--- src/rtl/settings_pkg.sv ---
// rtl/settings_pkg.sv - shared constants and types for the convolution datapath
// Purpose: sample/kernel sizing, feeder FIFO sizing, feeder FSM state and
//          FIFO entry types used by the feeder and its FIFO.
// Ports:   none (package).
package settings_pkg;

  localparam int DATA_SIZE      = 16;
  localparam int WINDOW_SIZE    = 8;
  localparam int FIFO_DEPTH     = 16;
  localparam int START_LEVEL    = 4;
  localparam int FLUSH_CNT_SIZE = $clog2(WINDOW_SIZE);

  typedef enum logic [1:0] {IDLE, STREAM, FLUSH} feeder_state_t;

  typedef struct packed {
    logic                 last;
    logic [DATA_SIZE-1:0] data;
  } feeder_entry_t;

endpackage

--- src/rtl/convol_sync_fifo.sv ---
// rtl/convol_sync_fifo.sv - first-word fall-through sample FIFO for the feeder
// Purpose: stores {last, data} entries between the upstream handshake and the
//          feeder FSM; the head entry is always visible on dout.
// Ports:   clk, reset (sync, active-high), push/din write side,
//          pop/dout read side, count occupancy, full, empty.
module convol_sync_fifo
  import settings_pkg::*;
#(
  parameter int DEPTH = FIFO_DEPTH,
  localparam int ADDR_W = $clog2(DEPTH),
  localparam int CNT_W  = $clog2(DEPTH + 1)
) (
  input  logic              clk,
  input  logic              reset,
  input  logic              push,
  input  logic              pop,
  input  feeder_entry_t     din,
  output feeder_entry_t     dout,
  output logic [CNT_W-1:0]  count,
  output logic              full,
  output logic              empty
);

  feeder_entry_t     mem [DEPTH];
  logic [ADDR_W-1:0] wr_ptr;
  logic [ADDR_W-1:0] rd_ptr;
  logic              do_push;
  logic              do_pop;

  assign full    = (count == CNT_W'(DEPTH));
  assign empty   = (count == '0);
  // Guard against misuse so pointers can never overrun each other.
  assign do_push = push && !full;
  assign do_pop  = pop && !empty;
  assign dout    = mem[rd_ptr];

  always_ff @(posedge clk) begin
    if (do_push) begin
      mem[wr_ptr] <= din;
    end
  end

  always_ff @(posedge clk) begin
    if (reset) begin
      wr_ptr <= '0;
      rd_ptr <= '0;
      count  <= '0;
    end else begin
      if (do_push) begin
        wr_ptr <= wr_ptr + ADDR_W'(1);
      end
      if (do_pop) begin
        rd_ptr <= rd_ptr + ADDR_W'(1);
      end
      count <= count + CNT_W'(do_push) - CNT_W'(do_pop);
    end
  end

endmodule

--- src/rtl/one_dim_convol_feeder.sv ---
// rtl/one_dim_convol_feeder.sv - sample feeder in front of the 1-D convolution kernel
// Purpose: buffers framed upstream samples, streams them gap-free to the kernel
//          and appends WINDOW_SIZE-1 zero samples after each frame.
// Ports:   clk, reset (sync, active-high);
//          s_data/s_valid/s_last/s_ready upstream handshake;
//          conv_data/conv_enable registered kernel inputs;
//          frame_done pulse on last flush zero, busy, underrun pulse,
//          underrun_flag sticky until reset.
module one_dim_convol_feeder
  import settings_pkg::*;
#(
  parameter int FIFO_DEPTH  = settings_pkg::FIFO_DEPTH,
  parameter int START_LEVEL = settings_pkg::START_LEVEL
) (
  input  logic                 clk,
  input  logic                 reset,
  input  logic [DATA_SIZE-1:0] s_data,
  input  logic                 s_valid,
  input  logic                 s_last,
  output logic                 s_ready,
  output logic [DATA_SIZE-1:0] conv_data,
  output logic                 conv_enable,
  output logic                 frame_done,
  output logic                 busy,
  output logic                 underrun,
  output logic                 underrun_flag
);

  localparam int CNT_W = $clog2(FIFO_DEPTH + 1);
  localparam logic [CNT_W-1:0]          START_CNT  = CNT_W'(START_LEVEL);
  localparam logic [FLUSH_CNT_SIZE-1:0] FLUSH_LOAD = FLUSH_CNT_SIZE'(WINDOW_SIZE - 1);

  feeder_state_t             state;
  feeder_state_t             state_n;
  logic [FLUSH_CNT_SIZE-1:0] flush_cnt;
  logic [FLUSH_CNT_SIZE-1:0] flush_n;
  logic [CNT_W-1:0]          count;
  logic [CNT_W-1:0]          last_cnt;
  logic                      full;
  logic                      empty;
  logic                      reset_q;
  logic                      push;
  logic                      pop;
  logic                      start_ok;
  feeder_entry_t             din;
  feeder_entry_t             head;
  logic [DATA_SIZE-1:0]      data_n;
  logic                      enable_n;
  logic                      done_n;
  logic                      underrun_n;

  // reset_q keeps s_ready low for the cycle right after reset is released,
  // so nothing is accepted while the FIFO is coming out of reset.
  assign s_ready  = !reset_q && !full;
  assign push     = s_valid && s_ready;
  assign din.last = s_last;
  assign din.data = s_data;

  // A complete frame in the FIFO may start even below the start level.
  assign start_ok = (count >= START_CNT) || (last_cnt != '0);

  convol_sync_fifo #(
    .DEPTH (FIFO_DEPTH)
  ) u_fifo (
    .clk   (clk),
    .reset (reset),
    .push  (push),
    .pop   (pop),
    .din   (din),
    .dout  (head),
    .count (count),
    .full  (full),
    .empty (empty)
  );

  always_comb begin
    pop        = 1'b0;
    state_n    = state;
    flush_n    = flush_cnt;
    data_n     = '0;
    enable_n   = 1'b0;
    done_n     = 1'b0;
    underrun_n = 1'b0;
    case (state)
      IDLE: begin
        if (start_ok) begin
          pop      = 1'b1;
          data_n   = head.data;
          enable_n = 1'b1;
          if (head.last) begin
            state_n = FLUSH;
            flush_n = FLUSH_LOAD;
          end else begin
            state_n = STREAM;
          end
        end
      end
      STREAM: begin
        if (!empty) begin
          pop      = 1'b1;
          data_n   = head.data;
          enable_n = 1'b1;
          if (head.last) begin
            state_n = FLUSH;
            flush_n = FLUSH_LOAD;
          end
        end else begin
          underrun_n = 1'b1;
        end
      end
      FLUSH: begin
        enable_n = 1'b1;
        flush_n  = flush_cnt - FLUSH_CNT_SIZE'(1);
        if (flush_cnt == FLUSH_CNT_SIZE'(1)) begin
          done_n = 1'b1;
          // When the next frame is already eligible, skip IDLE: STREAM pops
          // it on the following cycle, right behind the last zero.
          state_n = start_ok ? STREAM : IDLE;
        end
      end
      default: begin
        state_n = IDLE;
      end
    endcase
  end

  always_ff @(posedge clk) begin
    if (reset) begin
      reset_q       <= 1'b1;
      state         <= IDLE;
      flush_cnt     <= '0;
      last_cnt      <= '0;
      conv_data     <= '0;
      conv_enable   <= 1'b0;
      frame_done    <= 1'b0;
      busy          <= 1'b0;
      underrun      <= 1'b0;
      underrun_flag <= 1'b0;
    end else begin
      reset_q       <= 1'b0;
      state         <= state_n;
      flush_cnt     <= flush_n;
      last_cnt      <= last_cnt + CNT_W'(push && s_last) - CNT_W'(pop && head.last);
      conv_data     <= data_n;
      conv_enable   <= enable_n;
      frame_done    <= done_n;
      busy          <= (state_n != IDLE);
      underrun      <= underrun_n;
      underrun_flag <= underrun_flag | underrun_n;
    end
  end

endmodule

--- config.mk ---
export PLATFORM = sky130hd
export DESIGN_NAME = one_dim_convol_feeder
export DESIGN_NICKNAME = d
export VERILOG_FILES = /design/src/rtl/settings_pkg.sv /design/src/rtl/convol_sync_fifo.sv /design/src/rtl/one_dim_convol_feeder.sv
export SDC_FILE = /design/constraint.sdc
export NUM_CORES = 1
export LEC_CHECK = 0
export CAP_MARGIN = 10
export CORE_MARGIN = 3
export CORE_UTILIZATION = 45
export DETAILED_ROUTE_END_ITERATION = 8
export HOLD_SLACK_MARGIN = 0.05
export SYNTH_ARGS = -nofsm -noshare
export SYNTH_HDL_FRONTEND = slang
export SYNTH_HIERARCHICAL = 1
export SYNTH_SLANG_ARGS = --single-unit
--- constraint.sdc ---
create_clock -name clk -period 4.9 [get_ports clk]
set_clock_uncertainty 0.2 [all_clocks]
set_input_delay 0.735 -clock clk [delete_from_list [all_inputs] [get_ports clk]]
set_output_delay 0.735 -clock clk [all_outputs]
set_load 0.01 [all_outputs]
==> metrics <==
die area 29600 um2; Die H 172 um; CTS root buffer clkbuf_16; Starting Density 46.0%; max-cap violations 0; syn avg cell area 19.2 um2; endpoints failing hold 0; clock tree buffer depth 3; Reg clk slew, reported paths 0.06 ns; largest area contributor in the synthesized netlist edfxtp_1; PortBufs 41; vias 6110; RSZ-0062 raised after global routing false; H-tree Lvls 2; largest net degree at the start of global routing 50; register area share after synthesis 73.6%; status complete, no violations; final instance area 14400 um2; Hold Crit Class reg2reg; Inserted Clock Buffers 35; total detailed-routing wirelength 25.0 mm; vias in the first global route 6610; Layout area overhead 16.0%; # IOs 42; R2R Setup Slk 1.03 ns; Synth area leaders edfxtp_1 66%, mux4_2 11%, dfxtp_1 7.9%; initial antenna violation count 0; Worst VDD drop 0.437 mV; setup TNS 0 ns; crit path max fanout 8; placed instance area 13200 um2; final setup vio count 0; Yosys top cell area share 65.7%; pre-CTS setup slack 1.04 ns; CTS tree built; Sink Count 321; Seq cells post-synth 321; Core Rows 60; Final #Nets 752; initial DRC count 428; Worst Setup Start Kind flip-flop; GRT Total Usage 17.6%; DRC Markers 0; DR pass1 iterations 4; CP Data Arrival Time 4.11 ns; prevailing post-synth register cell edfxtp_1; Yosys warnings 6; Final min period 3.87 ns; grt ovf 0; drt via density 5.66; HPWL Detailed 14.7 mm; CP endpoint kind flip-flop; clock latency on the worst-skew pair 0.51 ns; syn_nets 688; Hold Buf Count CTS 0; post-CTS setup buffers 0; Worst Path Required 5.13 ns; max-slew violations 0; Core ar. 27000 um2; Synth Cell Area 12400 um2; routed wire length per instance 23.2 um; Post-synth ARST share 0%; routability congestion estimate 0.784; post-CTS sizing 0; first-pass GRT wire length 38.8 mm; Final Cycle Share 79.0%; Max Fclk 258 MHz; Worst Max-Slew Pin Slew 1.08 ns; worst setup margin 1.03 ns; EDFF count, synth 272; Pwr Density 531 nW/um2; Synth cell types 45; Syn Inst Count 647; crit path kind reg2reg; max_slew headroom 27.7%; layout cells sized above 1 20.5%; Die W 172 um; Final ANT Viol Nets 0; Leakage 4.75 nW; Hold WS 0.301 ns; ant diodes 0
-- metal layers --
metal	wire length (um)	part of all wire [%]	global-route usage [%]	vias to the layer above
met4	542	2.2	5.07	0
li1	-	-	-	2715
met1	11000	44	24.2	3216
met2	12300	49	29.4	134
met3	1140	4.5	2.77	45
met5	0	0	0	-
-- kinds of logic (layout without fill, tap and decap cells) --
group,after synthesis,after routing,synth area share [%]
AOI/OAI and AO/OA,64,64,3.70
xor gates and xnor gates,13,13,0.916
adders and majority gates,21,21,2.24
buffers and inverters,52,143,2.07
DFF,321,321,73.6
muxes,68,68,12.6
and+or+nand+nor,108,108,4.82
-- through the flow --
stage / util, % / total power, mW / cells
after floorplan: - / 4.62 / 647
after global placement: 49.0 / 5.08 / 1015
after detailed placement: 49.0 / 5.13 / 1015
after CTS: 53.3 / 7.76 / 1079
after global routing: 53.3 / 8.04 / 1079
final: 53.3 / 7.65 / 1079
-- placed cells by master (no fill, tap or decap), types with 2 or more instances in the layout --
master           count
edfxtp_1           272
mux4_2              58
dfxtp_1             47
clkdlybuf4s50_1     41
clkbuf_16           36
a22oi_1             35
nand2_1             23
inv_1               22
nor2_1              21
ha_1                19
and2_1              17
buf_4               16
a21oi_1             12
and2_4              10
mux4_1              10
clkinv_1             8
xor2_1               7
nor2b_1              7
clkinv_2             7
xnor2_1              6
nand3_1              5
a221oi_1             4
bufinv_16            4
clkbuf_1             4
nor2_2               4
nor4_2               4
nor3b_1              3
clkbuf_8             3
nand2b_1             2
o21ai_0              2
or3_1                2
a21o_1               2
a31oi_1              2
o21ba_2              2
fa_1                 2
nand4_1              2
-- cells in the mapped netlist, drive strengths merged (5+ instances only) --
| cell | count |
|---|---|
| a21oi | 12 |
| a22oi | 35 |
| and2 | 27 |
| buf | 13 |
| clkbuf | 17 |
| dfxtp | 49 |
| edfxtp | 272 |
| ha | 19 |
| inv | 22 |
| mux4 | 68 |
| nand2 | 23 |
| nand3 | 5 |
| nor2 | 25 |
| nor2b | 8 |
| nor4 | 5 |
| xnor2 | 6 |
| xor2 | 7 |
-- critical path, cell delays in order (launching register included) --
cell and delay (ns):
dfxtp_1 0.33, inv_1 0.08, ha_1 0.16, or4b_2 0.67, inv_1 0.17, a21oi_1 0.08, o41a_1 0.23, and2_1 0.21
ha_1 0.26, inv_1 0.04, ha_1 0.20, fa_1 0.44, a21oi_1 0.17, nor2_1 0.06, or3_1 0.34, a21oi_1 0.16
-- power by group --
| part | switching, mW | total, mW | internal [mW] |
|---|---|---|---|
| sequential | 0.163 | 3.30 | 3.13 |
| combinational | 0.832 | 1.75 | 0.914 |
| clock | 1.01 | 2.61 | 1.60 |
-- registers in the layout, summed over array words and instances, names as in the netlist, named ones only --
register       flops
u_fifo/mem       272
conv_enable        1
reset_q            1
last_cnt           5
frame_done         1
underrun_flag      1
underrun           1
u_fifo/rd_ptr      4
state              2
flush_cnt          3
conv_data         16
u_fifo/wr_ptr      4
busy               1
u_fifo/count       5
-- cell type report --
type,instances,area (um2)
Inverter,22,82.6
Sequential cell,321,9150
Clock buffer,43,957
Clock inverter,21,210
Tap cell,341,427
Multi-Input combinational cell,274,3050
Timing Repair Buffer,57,531
Fill cell,2141,12600
-- worst paths after layout --
path / end / cells after the start / startpoint
worst max-delay path: last_cnt[4] / 15 / u_fifo/count[2]
worst min-delay path: flush_cnt[2] / 1 / flush_cnt[2]
worst max register to register: last_cnt[4] / 15 / u_fifo/count[2]
worst min register to register: flush_cnt[2] / 1 / flush_cnt[2]
Note: power is estimated with default switching activity, not from simulation.
